$ cat src/rtl/smg_scan_module_if.sv
// Bus between the value source and the 7-segment scan controller.
// The master side supplies the BCD value and controls; the slave side
// (the scan controller) returns the encoder nibble, digit enables and slot tick.
interface smg_scan_module_if #(
  parameter int DIGITS = 4
);
  logic [4*DIGITS-1:0] BcdIn;
  logic                Load;
  logic                LzEn;
  logic [3:0]          NumberData;
  logic [DIGITS-1:0]   DigitSel;
  logic                SlotTick;

  modport master (
    output BcdIn, Load, LzEn,
    input  NumberData, DigitSel, SlotTick
  );

  modport slave (
    input  BcdIn, Load, LzEn,
    output NumberData, DigitSel, SlotTick
  );
endinterface

$ cat src/rtl/smg_scan_module.sv
// Multiplexed scan controller for an N-digit 7-segment display.
// A loaded value waits in a shadow register and is promoted to the displayed
// value only at a frame boundary, so one frame never mixes two values.
// Each slot starts with BLANK_CYC cycles of all digits off, which hides the
// segment encoder latency and prevents ghosting from the previous digit.
module smg_scan_module #(
  parameter int DIGITS    = 4,
  parameter int SCAN_DIV  = 50000,
  parameter int BLANK_CYC = 2
) (
  input  logic            CLK,
  input  logic            RSTn,
  smg_scan_module_if.slave bus
);

  localparam int CNT_W  = $clog2(SCAN_DIV);
  localparam int SLOT_W = $clog2(DIGITS);
  localparam int VAL_W  = 4 * DIGITS;

  typedef enum logic {BLANK = 1'b0, DRIVE = 1'b1} state_t;

  state_t              state_q;
  logic                run_q;
  logic [CNT_W-1:0]    cnt_q, cnt_d;
  logic [SLOT_W-1:0]   slot_q, slot_d;
  logic [VAL_W-1:0]    shadow_q, shadow_d;
  logic [VAL_W-1:0]    active_q, active_d;
  logic                pending_q, pending_d;
  logic [3:0]          NumberData_q;
  logic [DIGITS-1:0]   DigitSel_q;
  logic                SlotTick_q;

  logic                slot_end, frame_end, drive_edge, blanked;
  logic [3:0]          cur_nib;
  logic [VAL_W-1:0]    upper;

  assign bus.NumberData = NumberData_q;
  assign bus.DigitSel   = DigitSel_q;
  assign bus.SlotTick   = SlotTick_q;

  // Next-state for timing, value registers and the digit-blank decision.
  // run_q holds the counter at 0 for the first edge out of reset so that the
  // first visible cycle after release is cnt==0 with its slot tick.
  always_comb begin
    slot_end   = run_q && (cnt_q == CNT_W'(SCAN_DIV - 1));
    frame_end  = slot_end && (slot_q == SLOT_W'(DIGITS - 1));
    drive_edge = run_q && (state_q == BLANK) && (cnt_q == CNT_W'(BLANK_CYC - 1));

    cnt_d = (!run_q || slot_end) ? '0 : cnt_q + CNT_W'(1);

    slot_d = slot_q;
    if (slot_end)
      slot_d = (slot_q == SLOT_W'(DIGITS - 1)) ? '0 : slot_q + SLOT_W'(1);

    shadow_d  = bus.Load ? bus.BcdIn : shadow_q;
    pending_d = frame_end ? 1'b0 : (bus.Load | pending_q);

    // A Load in the swap cycle itself goes straight to the display.
    active_d = active_q;
    if (frame_end) begin
      if (bus.Load)
        active_d = bus.BcdIn;
      else if (pending_q)
        active_d = shadow_q;
    end

    cur_nib = active_q[{slot_q, 2'b00} +: 4];
    upper   = active_q >> {slot_q, 2'b00};
    blanked = (cur_nib > 4'd9) ||
              (bus.LzEn && (slot_q != '0) && (upper == '0));
  end

  // Scan FSM with all counters, value registers and registered outputs.
  always_ff @(posedge CLK) begin
    if (!RSTn) begin
      run_q        <= 1'b0;
      cnt_q        <= '0;
      slot_q       <= '0;
      state_q      <= BLANK;
      shadow_q     <= '0;
      active_q     <= '0;
      pending_q    <= 1'b0;
      NumberData_q <= 4'd0;
      DigitSel_q   <= '1;
      SlotTick_q   <= 1'b0;
    end else begin
      run_q      <= 1'b1;
      cnt_q      <= cnt_d;
      slot_q     <= slot_d;
      shadow_q   <= shadow_d;
      active_q   <= active_d;
      pending_q  <= pending_d;
      SlotTick_q <= (cnt_d == '0);
      if (slot_end) begin
        state_q      <= BLANK;
        DigitSel_q   <= '1;
        NumberData_q <= active_d[{slot_d, 2'b00} +: 4];
      end else if (drive_edge) begin
        state_q    <= DRIVE;
        DigitSel_q <= blanked ? '1 : ~(DIGITS'(1) << slot_q);
      end
    end
  end

endmodule

$ cat src/flat_wrapper.sv
// flat-port wrapper written by rule: the top's interface ports become plain ports
module smg_scan_module_flat 
#(
  parameter int DIGITS    = 4,
  parameter int SCAN_DIV  = 50000,
  parameter int BLANK_CYC = 2
)
  (CLK, RSTn, bus_BcdIn, bus_Load, bus_LzEn, bus_NumberData, bus_DigitSel, bus_SlotTick);
  smg_scan_module_if #(.DIGITS(DIGITS)) bus_i ();
  input  logic CLK;
  input  logic RSTn;
  input wire logic [$bits(bus_i.BcdIn)-1:0] bus_BcdIn;
  input wire logic [$bits(bus_i.Load)-1:0] bus_Load;
  input wire logic [$bits(bus_i.LzEn)-1:0] bus_LzEn;
  output wire logic [$bits(bus_i.NumberData)-1:0] bus_NumberData;
  output wire logic [$bits(bus_i.DigitSel)-1:0] bus_DigitSel;
  output wire logic [$bits(bus_i.SlotTick)-1:0] bus_SlotTick;
  assign bus_i.BcdIn = bus_BcdIn;
  assign bus_i.Load = bus_Load;
  assign bus_i.LzEn = bus_LzEn;
  assign bus_NumberData = bus_i.NumberData;
  assign bus_DigitSel = bus_i.DigitSel;
  assign bus_SlotTick = bus_i.SlotTick;
  smg_scan_module #(.DIGITS(DIGITS), .SCAN_DIV(SCAN_DIV), .BLANK_CYC(BLANK_CYC)) u_core (.CLK(CLK), .RSTn(RSTn), .bus(bus_i));
endmodule
$ cat config.mk
export PLATFORM = sky130hd
export DESIGN_NAME = smg_scan_module_flat
export DESIGN_NICKNAME = d
export VERILOG_FILES = /design/src/rtl/smg_scan_module_if.sv /design/src/rtl/smg_scan_module.sv /design/src/flat_wrapper.sv
export SDC_FILE = /design/constraint.sdc
export NUM_CORES = 1
export LEC_CHECK = 0
export CORE_UTILIZATION = 55
export CTS_CLUSTER_DIAMETER = 200
export DETAILED_ROUTE_END_ITERATION = 10
export GPL_ROUTABILITY_DRIVEN = 0
export GPL_TIMING_DRIVEN = 0
export PLACE_DENSITY = 0.75
export SLEW_MARGIN = 10
export SYNTH_ARGS = -nofsm -noshare
export SYNTH_HDL_FRONTEND = slang
export SYNTH_SLANG_ARGS = --single-unit
$ cat constraint.sdc
create_clock -name CLK -period 2.6 [get_ports CLK]
set_clock_uncertainty 0.2 [all_clocks]
set_input_delay 0.52 -clock CLK [delete_from_list [all_inputs] [get_ports CLK]]
set_output_delay 0.52 -clock CLK [all_outputs]
set_load 0.05 [all_outputs]
Word level (Yosys, flattened, before mapping)
Cells that the tools add are included. Widths: inputs -> output; s select.

Output and inout port bits: 9. Bits in latches: 0. Bits in read-only memories: 0. Register bits: 62. Memory bits (writable): 0. Word-level logic and storage cells: 46. Input bits: 20. Memories kept: 0.

Multiply operators: 0. Eq/ne operators: 3. Bitwise gates (word level): 4. Multiplexer cells: 8. Order comparisons: 1. $add $sub $neg: 2. Shifts and indexed selects: 4. Div/mod/pow operators: 0. Reduce and logical (&&, ||, !) cells: 14.

Operator list (number): $mux 16 (4); $logic_not 16->1 (2); $shiftx 16x5->4 (2); $add 16x1->16 const B (1); $eq 16x1->1 const B (1); $eq 16x16->1 const B (1); $shr 16x4->16 (1); $logic_and 1x1->1 (6); $gt 4x4->1 const B (1); $mux 2 (2); $mux 4 (1); $not 4->4 (1); $reduce_or 2->1 (2); $shl 1x2->4 const A (1); $add 2x1->2 const B (1); $eq 2x2->1 const B (1); $logic_or 1x1->1 (2); $not 1->1 (2); $reduce_bool 2->1 (1); $logic_not 1->1 (1); $mux 1 (1); $or 1x1->1 (1).

Depth between registers and ports, before layout
Gate-level depths: netlist of the first run.

Depth in word-level cells: 5. Depth in mapped cells: 8. Depth with buffers taken out: 7.

Least setup slack after synthesis of the first run
Ideal clock, no wire load.

Path type: register -> register. From: register u_core.cnt_q[0]. To: register u_core.SlotTick_q, in the netlist u_core.bus.SlotTick. Buffers on the path: 0. Path slack: 285 ps. Arrival time: 2019 ps. Clock period less this slack: 2315 ps. Data required time: 2304 ps. Cell stages (with the launch flop): 8. Library setup time: 96 ps. Cell sequence: dfxtp_1 ha_1 nand3_1 nor3_2 and4_1 xor2_1 or4_1 o41ai_2.

Word-level cells in the longest chain between the ends: 5. Elaborated cells on any way between the ends: 6. Those cells by class: add/sub: 1; eq/ne: 1; mux: 1; reduce/logical: 3.

RTL lines: from (decl) (RTL line smg_scan_module.sv:24) `logic [CNT_W-1:0] cnt_q, cnt_d;`; from (signal assigned) (RTL line smg_scan_module.sv:88) `cnt_q <= cnt_d;`; parallel branches: the longest is 3 deep, another holds $add 16x1->16; $mux 16 * (RTL line smg_scan_module.sv:49) `cnt_d = (!run_q || slot_end) ? '0 : cnt_q + CNT_W'(1);`; $logic_not 16->1 * (RTL line smg_scan_module.sv:93) `SlotTick_q <= (cnt_d == '0);`; to (signal assigned) (RTL line smg_scan_module.sv:93); to (decl) (RTL line smg_scan_module.sv:31) `logic SlotTick_q;`.

Mark *: on every way between the ends. A chain may end at the register's enable or synchronous reset.

Worst setup path in the final report of the first run
From: register u_core.cnt_q[1]. To: register u_core.SlotTick_q, in the netlist u_core.bus.SlotTick.

Same word-level chain as after synthesis.

==> results of run 1 <==
==> worst max-delay path by stage <==
| stage | start | end | slack [ns] | cells after the start |
|---|---|---|---|---|
| floorplan | u_core.cnt_q[0] | u_core.bus.SlotTick | 0.29 | 7 |
| global placement | u_core.slot_q[0] | u_core.bus.NumberData[3] | -0.09 | 7 |
| detailed placement | u_core.slot_q[0] | u_core.bus.NumberData[3] | -0.10 | 7 |
| CTS | u_core.slot_q[0] | u_core.bus.NumberData[2] | 0.008 | 7 |
| global route | u_core.cnt_q[1] | u_core.bus.SlotTick | -0.003 | 7 |
| finish | u_core.cnt_q[1] | u_core.bus.SlotTick | 0.1 | 7 |
==> worst reg2reg max path: cells and delay by family (launching register included) <==
family / cells / cell delay (ns)
AOI/OAI and AO/OA: 1 / 0.31
xor gates and xnor gates: 1 / 0.09
adders and majority gates: 1 / 0.26
DFF: 1 / 0.40
and+or+nand+nor: 4 / 1.15
==> registers in the layout, summed over array words and instances, names as in the netlist <==
register,cells
u_core.shadow_q,16
u_core.bus.NumberData,4
u_core.bus.SlotTick,1
u_core.slot_q,2
u_core.bus.DigitSel,4
u_core.state_q,1
u_core.run_q,1
u_core.active_q,16
u_core.cnt_q,16
u_core.pending_q,1
==> area by class of cell <==
cell class | instances | area (µm²) | share of cell area
clock inverter | 2 | 10.0 | 0.00257
timing repair buffer | 27 | 270 | 0.0693
tap | 75 | 93.8 | 0.0241
clock buffer | 11 | 151 | 0.0388
inverter | 7 | 26.3 | 0.00674
buffer | 26 | 136 | 0.0350
sequential | 62 | 1240 | 0.319
multi-input combinational | 282 | 1970 | 0.505
==> logic make-up after synthesis <==
family          after synthesis  synth area share
simple gates                165             0.269
compound gates               74             0.179
flops                        62             0.371
buf+inv                      34            0.0508
fa+ha+maj                     6            0.0224
mux                          20            0.0639
xor+xnor                     17            0.0445
==> metrics by stage <==
stage               hold slack [ns]  cells  utilization  cell area, µm²  setup slack [ns]
floorplan                     0.260    378            -            3350             0.285
global placement              0.273    480        0.631            3710           -0.0862
detailed placement            0.279    480        0.631            3710            -0.101
CTS                           0.293    493        0.659            3880           0.00811
global route                  0.308    492        0.663            3900          -0.00297
finish                        0.284    492        0.663            3900            0.0978
==> cells in the final DEF, fill, tap and decap left out, types with 3 or more instances in the layout <==
master,netlist,routed
a211oi_1,6,6
a21o_1,4,4
a21oi_1,12,12
a31oi_1,6,6
and2_1,13,13
and3_1,5,5
and4_1,3,3
buf_2,9,8
buf_6,3,3
clkbuf_1,12,10
clkbuf_8,0,11
clkdlybuf4s50_1,0,27
dfxtp_1,62,61
ha_1,6,4
inv_1,6,6
mux2i_1,18,18
nand2_1,17,16
nand2b_1,7,7
nand3_1,9,9
nand4_1,9,9
nand4b_1,4,4
nor2_1,60,59
nor2b_1,7,7
nor3_1,9,9
nor4_1,3,3
o211ai_1,4,4
o21a_1,4,4
o21ai_0,3,3
o221a_2,4,4
o221ai_1,6,5
o31ai_1,5,5
o41a_1,4,4
or4_1,3,3
xnor2_1,9,9
xor2_1,8,8
==> repair_timing <==
action | in CTS | in global routing
setup endpoints to repair | 6 | 28
gates resized for setup | 2 | 10
setup buffers | 0 | 0
endpoints found under the hold margin | 0 | 0
pin swaps | 0 | 1
==> where the power goes <==
part           leakage, nW  internal [mW]  total, mW  switching, mW
clock               0.0869          0.379      0.747          0.368
sequential           0.505          0.971      0.984         0.0133
combinational        0.923         0.0652      0.148         0.0831
==> metal layers <==
layer  vias to the layer above  routed length, µm  track usage
li1                       1440                  -            -
met1                      1422               3990        0.412
met2                       117               3750        0.409
met3                        13                546       0.0491
met4                         0                 99       0.0821
met5                         -                  0            0
==> flow_metrics.tcl, run 1 <==
set metrics [dict create \
    start_kind "flop" \
    port_buffers 27 \
    numClockSinks 62 \
    min_path_cells 1 \
    hold_start "u_core.cnt_q[0]" \
    num_io_pins 29 \
    synth_most_common_cell "dfxtp_1" \
    cp_cell_sequence "ha_2 > nand3_1 > nor3_4 > and4_1 > xor2_1 > or4_1 > o41ai_2" \
    numCtsBuffers 9 \
    antennaDiodeCount 0 \
    cts_hold_buf 0 \
    clk_pin_slew_ns 0.07 \
    reg2reg_slack_ns 0.1 \
    dp_hpwl_mm 5.99 \
    cp_max_fo 5 \
    cts_tree "built" \
    final_antenna_net_count 0 \
    routed_wl_mm 8.38 \
    yosysTopAreaCell "dfxtp_1" \
    htree_levels 3 \
    first_pass_iters 5 \
    die-area_um2 6400 \
    p_leak_nw 1.51 \
    worstRegToRegCells 7 \
    timing.rr.end "u_core.bus.SlotTick" \
    period_needed_ns 2.50 \
    synth.area.top_cells "dfxtp_1 (37%), nor2_1 (6.7%), mux2i_1 (5.4%)" \
    ys.flop_type "dfxtp_1" \
    wl_per_cell_um 17.0 \
    yosysSeqAreaShare 0.371 \
    grt_max_degree 11 \
    root_buffer "clkbuf_8" \
    fmax_mhz 400 \
    setup_viol_count_final 0 \
    hp-class "reg -> reg" \
    die_y_um 80.0 \
    crit-reg2reg-launch "u_core.cnt_q[1]" \
    max-slew-margin-rel 0.521 \
    synthCells 378 \
    drcViolationCount 0 \
    cpPeakStageDelay_ns 0.56 \
    worstMarginPinSlew_ns 0.719 \
    critical-path-top-delay-family "simple AND/OR/NAND/NOR gates" \
    avgSynthCellArea_um2 8.86 \
    yosys_register_bits 62 \
    clk_path_buf_depth 2 \
    cp_slowest_cell "or4_1" \
    vias 2992 \
    ys_warn_count 0 \
    hold_violations 0 \
    ys_types 62 \
    syn2layout_area_growth_pct 16.5 \
    die_x_um 80.0 \
    cap_violations 0 \
    total_power_mw 1.88 \
    fillers 513 \
    critPathKind "reg -> reg" \
    initial_utilization 0.569 \
    grtUsageTotal 0.279 \
    rows 28 \
    ys_async_sr_fraction 0 \
    synth_nets 404 \
    grt_first_pass_wirelength_mm 13.5 \
    cp-end-kind "flop" \
    drtIter0Drc 230 \
    min_to "u_core.cnt_q[0]" \
    cp.required_ns 2.64 \
    core_um2 5890 \
    via_per_inst 6.08 \
    irDropWorstVdd_uv 320 \
    drive_above_1_share 0.127 \
    first_global_vias 2676 \
    synth_edf_count 0 \
    power_density_nw_per_um2 482 \
    synth.cells.most_frequent "dfxtp_1 (62), nor2_1 (60), mux2i_1 (18), nand2_1 (17), and2_1 (13)" \
    insertion_delay_ns 0.34 \
    nets 441 \
    gr-total-overflow 0 \
    synthesis.area_um2 3350 \
    synth_top_area_frac 0.371 \
    antenna_found_initial 0 \
    report.final.slew_viol_count 0 \
    finalCritPeriodShare 0.962 \
    cp_num_buf_inv 0 \
    setup-tns-final_ns 0 \
    arrival_ns 2.55 \
    status "finished clean" \
]
No activity file was read; power rests on OpenSTA's default activity.
==> run 2, diff against run 1 <==
--- a/config.mk
+++ b/config.mk
@@ -5,12 +5,14 @@
 export SDC_FILE = /design/constraint.sdc
 export NUM_CORES = 1
 export LEC_CHECK = 0
-export CORE_UTILIZATION = 55
+export CELL_PAD_IN_SITES_DETAIL_PLACEMENT = 1
+export CELL_PAD_IN_SITES_GLOBAL_PLACEMENT = 2
+export CORE_UTILIZATION = 36
 export CTS_CLUSTER_DIAMETER = 200
 export DETAILED_ROUTE_END_ITERATION = 10
 export GPL_ROUTABILITY_DRIVEN = 0
 export GPL_TIMING_DRIVEN = 0
-export PLACE_DENSITY = 0.75
+export PLACE_DENSITY = 0.79
 export SLEW_MARGIN = 10
 export SYNTH_ARGS = -nofsm -noshare
 export SYNTH_HDL_FRONTEND = slang
==> run 2 against run 1 <==
Against the previous run:
- the flow now finishes with violations (DRC)
- clock-buffer cell count grew 1
- maximum frequency grew 2.1%
- sequential share of layout area shrank 0.41 points
- utilization shrank 22 points
- critical path depth shrank 1
- final cell count grew 7.3%
- global-route usage shrank 5.8 points
- first-iteration DRC count shrank 60%
- combinational power grew 3%
- final area grew 1.4%
- sequential power is essentially flat
- via count shrank 0.70%
- critical path type unchanged
- highest routed layer unchanged
==> flow_metrics.tcl, run 2 (same netlist as run 1, synthesis figures left out) <==
set metrics [dict create \
    status "complete, but fails checks" \
    failed_checks "DRC" \
    fin_ws_ns 0.149 \
    final_antenna_net_count 0 \
    gr-total-overflow 0 \
    root_buffer "clkbuf_8" \
    hold_start "u_core.bus.DigitSel[3]" \
    port_buffers 27 \
    antennaDiodeCount 0 \
    cp_max_fo 6 \
    numCtsBuffers 9 \
    wl_per_cell_um 18.7 \
    critPathKind "reg -> reg" \
    cp-end-kind "flop" \
    irDropWorstVdd_uv 217 \
    hold_violations 0 \
    register_area_um2 1240 \
    arrival_ns 2.49 \
    max-slew-margin-rel 0.470 \
    hp-class "reg -> reg" \
    die-area_um2 9690 \
    syn2layout_area_growth_pct 18.1 \
    p_int_mw 1.40 \
    min_to "u_core.bus.DigitSel[3]" \
    cap_violations 0 \
    finalCritPeriodShare 0.943 \
    routed_wl_mm 9.90 \
    antenna_found_initial 0 \
    grtUsageTotal 0.220 \
    clk_pin_slew_ns 0.07 \
    cp.required_ns 2.64 \
    first_global_vias 3066 \
    initial_utilization 0.378 \
    switching_power_mw 0.469 \
    htree_levels 3 \
    die_y_um 98.4 \
    reg2reg_slack_ns 0.15 \
    grt_first_pass_wirelength_mm 16.4 \
    top_regs "u_core.active_q (16), u_core.cnt_q (16), u_core.shadow_q (16)" \
    drtIter0Drc 93 \
    setup_viol_count_final 0 \
    cts_tree "built" \
    num_io_pins 29 \
    core_um2 8850 \
    multiInputGateArea_um2 1970 \
    worstMarginPinSlew_ns 0.795 \
    nets 443 \
    cts_hold_buf 0 \
    grt_max_degree 11 \
    final_core_util 0.447 \
    p_leak_nw 1.53 \
    report.final.slew_viol_count 0 \
    drcViolationCount 2 \
    place_ws_ns -0.265 \
    start_kind "flop" \
    clkPwrFrac 0.390 \
    timing.rr.end "u_core.bus.SlotTick" \
    combPwrFrac 0.082 \
    insertion_delay_ns 0.34 \
    period_needed_ns 2.45 \
    rows 34 \
    final_cell_mix "nor2_1 (60), dfxtp_1 (60), clkdlybuf4s50_1 (27), mux2i_1 (18), nand2_1 (16)" \
    fillers 1068 \
    clk_path_buf_depth 2 \
    via_per_inst 5.63 \
    sw_frac_of_total 0.252 \
    seqPwrFrac 0.528 \
    fmax_mhz 408 \
    min_path_cells 2 \
    numClockSinks 62 \
    crit-reg2reg-launch "u_core.cnt_q[5]" \
    worstRegToRegCells 6 \
    drive_above_1_share 0.126 \
    first_pass_iters 7 \
    die_x_um 98.4 \
    vias 2971 \
    power_density_nw_per_um2 472 \
    dp_hpwl_mm 7.42 \
]
## run 2: repair_timing
| item | CTS | global route |
|---|---|---|
| gates resized for setup | 5 | 5 |
| gates cloned | 0 | 0 |
| buffers inserted | 1 | 1 |
| endpoints found under the setup margin | 14 | 23 |
| pin swaps | 0 | 1 |
## run 2: through the flow
stage	hold slack, ns	power, mW	cells	area, µm²	TNS (ns)
5_1_grt	0.321	1.95	528	3960	-0.00584
4_1_cts	0.283	1.89	527	3930	0
3_3_place_gp	0.275	1.15	513	3750	-0.977
3_5_place_dp	0.281	1.16	513	3750	-1.71
6_report	0.296	1.87	528	3960	0
2_1_floorplan	0.260	1.09	378	3350	0
## run 2: worst max-delay path by stage
stage,start,endpoint,cells past startpoint
after CTS,u_core.cnt_q[1],u_core.bus.SlotTick,7
after global placement,u_core.slot_q[1],u_core.bus.NumberData[2],7
after global routing,u_core.slot_q[0],u_core.bus.DigitSel[2],9
after floorplan,u_core.cnt_q[0],u_core.bus.SlotTick,7
final,u_core.cnt_q[5],u_core.bus.SlotTick,6
after detailed placement,u_core.slot_q[1],u_core.bus.NumberData[2],7
## run 2: metal layers
metal | vias to the layer above | global-route usage | wire (µm)
met5 | - | 0 | 0
met4 | 0 | 0.0735 | 121
met3 | 13 | 0.0454 | 311
met2 | 53 | 0.361 | 4750
met1 | 1464 | 0.291 | 4720
li1 | 1441 | - | -
## run 2: layout make-up
class                   instances  share of cell area
clock inverters                 2             0.00253
well taps                     108              0.0342
repair buffers                 29              0.0721
flip-flops and latches         62               0.314
multi-input cells             282               0.497
clock buffers                  12              0.0367
plain buffers                  26              0.0364
inverters                       7             0.00664
## run 2: critical path, stage by stage, from the launching register on
cell and delay, ns:
dfxtp_1 0.49, nand4_2 0.19, nor3_2 0.26, and4_1 0.23
xor2_1 0.08, or4_1 0.55, o41ai_2 0.35
## run 2: power by group through the flow
stage	Combinational, mW	Clock (mW)	Sequential, mW
6_report	0.152	0.728	0.985
5_1_grt	0.169	0.790	0.987
4_1_cts	0.154	0.756	0.984
3_5_place_dp	0.153	0	1.01
3_3_place_gp	0.150	0	1.00
2_1_floorplan	0.0792	0	1.01
